File: src/rtl/ram_port_arbiter.sv
// Two-port arbiter sharing one single-port RAM: round-robin with a port-B burst lock,
// one-cycle tagged read return. Optional saturating conflict counter: ARB_CONFLICT_COUNT_EN.
module ram_port_arbiter #(
    parameter int ADDR_W = 8,
    parameter int DATA_W = 16
) (
    input  logic              clk,
    input  logic              reset,
    input  logic              a_req,
    input  logic              a_we,
    input  logic [ADDR_W-1:0] a_addr,
    input  logic [DATA_W-1:0] a_wdata,
    output logic              a_gnt,
    output logic              a_stall,
    output logic              a_rvalid,
    output logic [DATA_W-1:0] a_rdata,
    input  logic              b_req,
    input  logic              b_we,
    input  logic [ADDR_W-1:0] b_addr,
    input  logic [DATA_W-1:0] b_wdata,
    input  logic              b_lock,
    output logic              b_gnt,
    output logic              b_rvalid,
    output logic [DATA_W-1:0] b_rdata,
    output logic              ram_en_read,
    output logic              ram_en_write,
    output logic [ADDR_W-1:0] ram_addr,
    output logic [DATA_W-1:0] ram_wdata,
    input  logic [DATA_W-1:0] ram_rdata,
    output logic [15:0]       conflict_count
);

    typedef enum logic {
        OWNER_A = 1'b0,
        OWNER_B = 1'b1
    } owner_t;

    owner_t            last_owner;
    owner_t            pend_owner;
    logic              lock;
    logic              pend_valid;
    logic [DATA_W-1:0] a_rdata_q;
    logic [DATA_W-1:0] b_rdata_q;
    logic              a_win;
    logic              b_win;
    logic              a_ret;
    logic              b_ret;

    // Outputs are forced to their reset values while reset is high, so a read
    // return landing in a reset cycle is dropped rather than delivered.
    always_comb begin
        a_win = 1'b0;
        b_win = 1'b0;
        if (!reset) begin
            if (lock && b_req) begin
                b_win = 1'b1;
            end else if (a_req && b_req) begin
                if (last_owner == OWNER_B) a_win = 1'b1;
                else                       b_win = 1'b1;
            end else if (a_req) begin
                a_win = 1'b1;
            end else if (b_req) begin
                b_win = 1'b1;
            end
        end
    end

    always_comb begin
        ram_en_read  = 1'b0;
        ram_en_write = 1'b0;
        ram_addr     = '0;
        ram_wdata    = '0;
        if (a_win) begin
            ram_en_read  = ~a_we;
            ram_en_write = a_we;
            ram_addr     = a_addr;
            ram_wdata    = a_wdata;
        end else if (b_win) begin
            ram_en_read  = ~b_we;
            ram_en_write = b_we;
            ram_addr     = b_addr;
            ram_wdata    = b_wdata;
        end
    end

    assign a_gnt    = a_win;
    assign b_gnt    = b_win;
    assign a_stall  = ~reset & a_req & ~a_win;

    assign a_ret    = ~reset & pend_valid & (pend_owner == OWNER_A);
    assign b_ret    = ~reset & pend_valid & (pend_owner == OWNER_B);
    assign a_rvalid = a_ret;
    assign b_rvalid = b_ret;
    assign a_rdata  = reset ? '0 : (a_ret ? ram_rdata : a_rdata_q);
    assign b_rdata  = reset ? '0 : (b_ret ? ram_rdata : b_rdata_q);

    always_ff @(posedge clk) begin
        if (reset) begin
            last_owner <= OWNER_B;
            pend_owner <= OWNER_A;
            pend_valid <= 1'b0;
            lock       <= 1'b0;
            a_rdata_q  <= '0;
            b_rdata_q  <= '0;
        end else begin
            if (a_ret) a_rdata_q <= ram_rdata;
            if (b_ret) b_rdata_q <= ram_rdata;
            pend_valid <= (a_win & ~a_we) | (b_win & ~b_we);
            pend_owner <= b_win ? OWNER_B : OWNER_A;
            if (a_win)      last_owner <= OWNER_A;
            else if (b_win) last_owner <= OWNER_B;
            lock <= b_win & b_lock;
        end
    end

`ifdef ARB_CONFLICT_COUNT_EN
    logic [15:0] conflict_q;

    always_ff @(posedge clk) begin
        if (reset) begin
            conflict_q <= '0;
        end else if (a_req && b_req && conflict_q != '1) begin
            conflict_q <= conflict_q + 16'd1;
        end
    end

    assign conflict_count = conflict_q;
`else
    assign conflict_count = '0;
`endif

endmodule

File: config.mk
export PLATFORM = sky130hd
export DESIGN_NAME = ram_port_arbiter
export DESIGN_NICKNAME = d
export VERILOG_FILES = /design/src/rtl/ram_port_arbiter.sv
export SDC_FILE = /design/constraint.sdc
export NUM_CORES = 1
export LEC_CHECK = 0
export BUFFER_PORTS_ARGS = -buffer_cell sky130_fd_sc_hd__buf_4
export CAP_MARGIN = 20
export CORE_ASPECT_RATIO = 0.5
export CORE_MARGIN = 1
export CORE_UTILIZATION = 38
export DETAILED_ROUTE_END_ITERATION = 6
export PLACE_DENSITY = 0.77
export SETUP_SLACK_MARGIN = 0.3
export SYNTH_ARGS = -nofsm -noshare
export SYNTH_HDL_FRONTEND = slang
export SYNTH_SLANG_ARGS = --single-unit
File: constraint.sdc
create_clock -name clk -period 1.3 [get_ports clk]
set_input_delay 0.065 -clock clk [delete_from_list [all_inputs] [get_ports clk]]
set_output_delay 0.065 -clock clk [all_outputs]
set_load 0.05 [all_outputs]
==> metrics.csv, run 1 <==
stage,metric,value,unit
status,run_status,stopped before the end,
status,haltStage,clock tree synthesis (4_1_cts),
status,tool.error,[ERROR DPL-0033] detailed placement checks failed during check placement.,
clock_tree,htree_num_levels,2,
synthesis,synthMuxAreaShare,0,
placement,dpl-instance-area,3470,um2
synthesis,synth_top_area_share,0.404,
clock_tree,root_buffer,clkbuf_8,
clock_tree,clkSinkCount,36,
clock_tree,hold_buffers,1,
synthesis,yosysWarnings,0,
synthesis,synth_common_cells,"49 x nand2_1, 36 x dfxtp_1, 27 x a22o_1",
synthesis,syn-cell-area,1780,um2
synthesis,synth.most_common_cell,nand2_1,
placement,dp_cells,395,
floorplanning,num_rows,17,
synthesis,synth_cell_types,23,
placement,pre_cts_ws,-0.0834,ns
placement,place.gp.congestion,0.989,
floorplanning,ioPinCount,150,
synthesis,yosys_most_used_dff,dfxtp_1,
placement,port_buffers,133,
synthesis,synth-async-reset-ratio,0,
floorplanning,initial_core_util,0.401,
clock_tree,cts_max_path_buffers,2,
synthesis,yosysSeqAreaShare,0.404,
synthesis,syn_avg_cell_area,8.57,um2
synthesis,synthXorXnorAreaFrac,0,
floorplanning,die_h,50.4,um
synthesis,synth_top_cell_by_area,dfxtp_1,
synthesis,synth_cells,208,
synthesis,synth_top_family_by_area,simple AND/OR/NAND/NOR gates,
placement,hpwl,4380,um
synthesis,synth.area.top_cells,"dfxtp_1 40%, a22o_1 13%, nand2_1 10%",
synthesis,synth_compound_area_frac,0.196,
clock_tree,cts_made_buffers,5,
synthesis,synth-simple-area-share,0.267,
floorplanning,fp.dieW,98.8,um
clock_tree,post_cts_buffers,18,
synthesis,synth_fa_ha_area_frac,0,
synthesis,yosys_register_bits,36,
synthesis,synth_edf_count,0,
clock_tree,post_cts_resized,129,
-- stage by stage --
step | hold WS (ns) | setup TNS, ns
global placement | 0.285 | -0.412
detailed placement | 0.289 | -1.62
floorplan | 0.172 | -1.85
-- cell families after synthesis --
kind of cell / after synthesis
AND/OR/NAND/NOR: 89
AO/OA/AOI/OAI: 46
flip-flops: 36
buffers and inverters: 36
other: 1
==> inputs of run 2 (changes only) <==
Settings changed: CORE_ASPECT_RATIO 0.5 to default, PLACE_DENSITY 0.77 to default, PLACE_DENSITY_LB_ADDON from default to 0.15, SETUP_SLACK_MARGIN 0.3 to default.
==> metrics.csv, run 2 <==
stage,metric,value,unit
detailed_routing,routed-via-count,2311,
timing,finalClockSkew,0.00665,ns
critical_path,r2r_slack,0.01,ns
critical_path,startpoint_type,flip-flop,
flow_run,maxCapViolations,0,
clock_tree,clkSinkCount,36,
synthesis,syn_avg_cell_area,8.57,um2
synthesis,synth_edf_count,0,
timing,finalSetupTns,-18.44,ns
placement,dpl-instance-area,3020,um2
global_routing,antenna_found_initial,0,
floorplanning,die_h,70.5,um
min_path,min_from,ram_rdata[4],
detailed_routing,post_drt_via_cell_ratio,5.42,
clock_tree,cts_made_buffers,5,
synthesis,yosys_most_used_dff,dfxtp_1,
placement,hpwl,4060,um
final_layout,finish.instance_area,4210,um2
critical_path,cpMaxStageDelayCell,dfxtp_2,
timing,grt_setup_unrepaired,true,
placement,dp_cells,387,
final_layout,post-route-util,0.947,
floorplanning,core,4440,um2
synthesis,synth_cells,208,
detailed_routing,detail_route.first_pass.iterations,6,
synthesis,synth_common_cells,"49 x nand2_1, 36 x dfxtp_1, 27 x a22o_1",
floorplanning,fp.dieW,70.5,um
global_routing,grt_pass1_wl,9450,um
critical_path,crit_path_max_incr_delay,0.34,ns
global_routing,overflow,0,
synthesis,synth_top_area_share,0.404,
synthesis,syn-cell-area,1780,um2
min_path,min_to,a_rdata_q[4]$_DFF_P_,
synthesis,yosys_register_bits,36,
clock_tree,cts_tree,built,
timing,slew_viol_final,0,
clock_tree,insertion_delay,0.30,ns
status,violations,"design-rule violations, negative setup slack",
detailed_routing,final_antenna_net_count,0,
timing,period_share,1.32,
detailed_routing,initialDrtViolationCount,170,
synthesis,yosysWarnings,0,
critical_path,path_delay_family,buffers and inverters,
pwr,vdd_drop_max,0.474,mV
final_layout,nFillCells,115,
critical_path,endpoint_kind,output pin,
timing,timing.fmax,581,MHz
critical_path,worstReg2RegEnd,pend_valid$_SDFF_PP0_,
final_layout,drive_above_1_share,0.733,
min_path,holdPathStages,3,
synthesis,synth-async-reset-ratio,0,
clock_tree,root_buffer,clkbuf_8,
min_path,hold_path.class,in2reg,
detailed_routing,wl_per_cell,21.8,um
synthesis,synth.area.top_cells,"dfxtp_1 40%, a22o_1 13%, nand2_1 10%",
detailed_routing,drc,12,
critical_path,critPathMaxFanout,15,
detailed_routing,routed_wl,9310,um
floorplanning,initial_core_util,0.401,
critical_path,r2r-start,lock$_SDFF_PP0_,
final_layout,diodes,0,
synthesis,synth_top_cell_by_area,dfxtp_1,
synthesis,yosysSeqAreaShare,0.404,
clock_tree,cts_max_path_buffers,2,
floorplanning,ioPinCount,150,
floorplanning,dieArea,4970,um2
critical_path,path_class,reg2out,
global_routing,grt.total_usage,0.243,
clock_tree,htree_num_levels,2,
final_layout,reg_top3,"a_rdata_q (16), b_rdata_q (16)",
floorplanning,num_rows,24,
placement,place.gp.congestion,0.698,
final_layout,synthToLayoutAreaGrowth,136,%
clock_tree,clk_pin_slew,0.08,ns
final_layout,final_cells,426,
timing,finalSetupViolations,62,
final_layout,nets,444,
critical_path,crit_chain,"inv_2, a311oi_4, buf_4, buf_12, a22o_2, buf_8",
synthesis,synth.most_common_cell,nand2_1,
synthesis,synth_cell_types,23,
final_layout,final_common_cell,buf_4,
placement,port_buffers,133,
global_routing,grt_pass1_vias,1952,
timing,finalWorstSetupSlack,-0.421,ns
final_layout,mostFrequentLayoutCells,"92 x buf_4, 34 x buf_6, 32 x dfxtp_1, 32 x buf_8, 29 x nand2_4",
pwr,power_density,812,nW/um2
critical_path,worstPathArrival,1.66,ns
timing,min_period,1.72,ns
critical_path,r2r_cells,5,
timing,whs,0.0190,ns
critical_path,cp_data_required_time,1.24,ns
status,run_status,finished with violations,
pwr,leakage,0.00208,uW
timing,hold_viol_final,0,
critical_path,cp.buffers_inverters,4,
global_routing,grt_max_degree,30,
## run 2: worst max path at each step
stage | startpoint | endpoint | slack, ns | depth (start not counted)
floorplan | pend_valid$_SDFF_PP0_ | a_rdata_q[2]$_DFF_P_ | -0.12 | 3
global placement | lock$_SDFF_PP0_ | ram_wdata[15] | -0.02 | 5
detailed placement | lock$_SDFF_PP0_ | ram_addr[7] | -0.04 | 5
CTS | pend_owner$_SDFF_PP0_ | a_rdata[5] | -0.30 | 5
global route | lock$_SDFF_PP0_ | ram_wdata[13] | -0.47 | 6
finish | lock$_SDFF_PP0_ | ram_wdata[6] | -0.42 | 6
## run 2: cells by family (layout without fill, tap and decap cells)
kind of cell | after synthesis | in the layout | share of synthesized area
AOI/OAI and AO/OA | 46 | 46 | 0.196
and+or+nand+nor | 89 | 89 | 0.267
other | 1 | 16 | 0.00210
DFF | 36 | 36 | 0.404
buffers and inverters | 36 | 187 | 0.131
## run 2: metrics by stage
stage | total power [uW] | worst slack (ns)
CTS | 3190 | -0.300
floorplan | 1930 | -0.120
global route | 3510 | -0.472
detailed placement | 2260 | -0.0396
global placement | 2250 | -0.0216
finish | 3420 | -0.421
## run 2: layer usage
metal,share of wire,vias to the layer above,global-route usage
met3,0.061,35,0.0664
met5,0,-,0
met4,0.042,0,0.0567
li1,-,1003,-
met2,0.55,121,0.461
met1,0.34,1152,0.265
## run 2: report_power, final
group	switching [uW]	internal (uW)
registers	23.2	1140
logic	815	595
clock network	416	423
total	1260	2160
## run 2: area by class of cell
type | instances | area, um2 | area share
Clock buffer | 6 | 82.6 | 0.0196
Multi-Input combinational cell | 151 | 1430 | 0.339
Timing Repair Buffer | 172 | 1810 | 0.431
Timing Repair inverter | 2 | 46.3 | 0.0110
Clock inverter | 2 | 10.0 | 0.00238
Inverter | 5 | 35.0 | 0.00833
Sequential cell | 36 | 731 | 0.174
Tap cell | 52 | 65.1 | 0.0155
## run 2: worst reg2reg max path, stage by stage, from the launching register on
cell       delay (ns)
dfxtp_2          0.34
inv_2            0.06
a311oi_4         0.32
buf_4            0.22
clkbuf_16        0.16
a22o_1           0.13
## run 2: what timing repair did
item                       4_1_cts  5_1_grt
pin swaps                        5       17
hold buffers                     4        0
hold endpoints to repair         4        0
gates cloned                     3        2
setup buffers                    4       18
gates resized for setup         91      105
setup endpoints to repair       62       62
No activity file was read; power rests on OpenSTA's default activity.
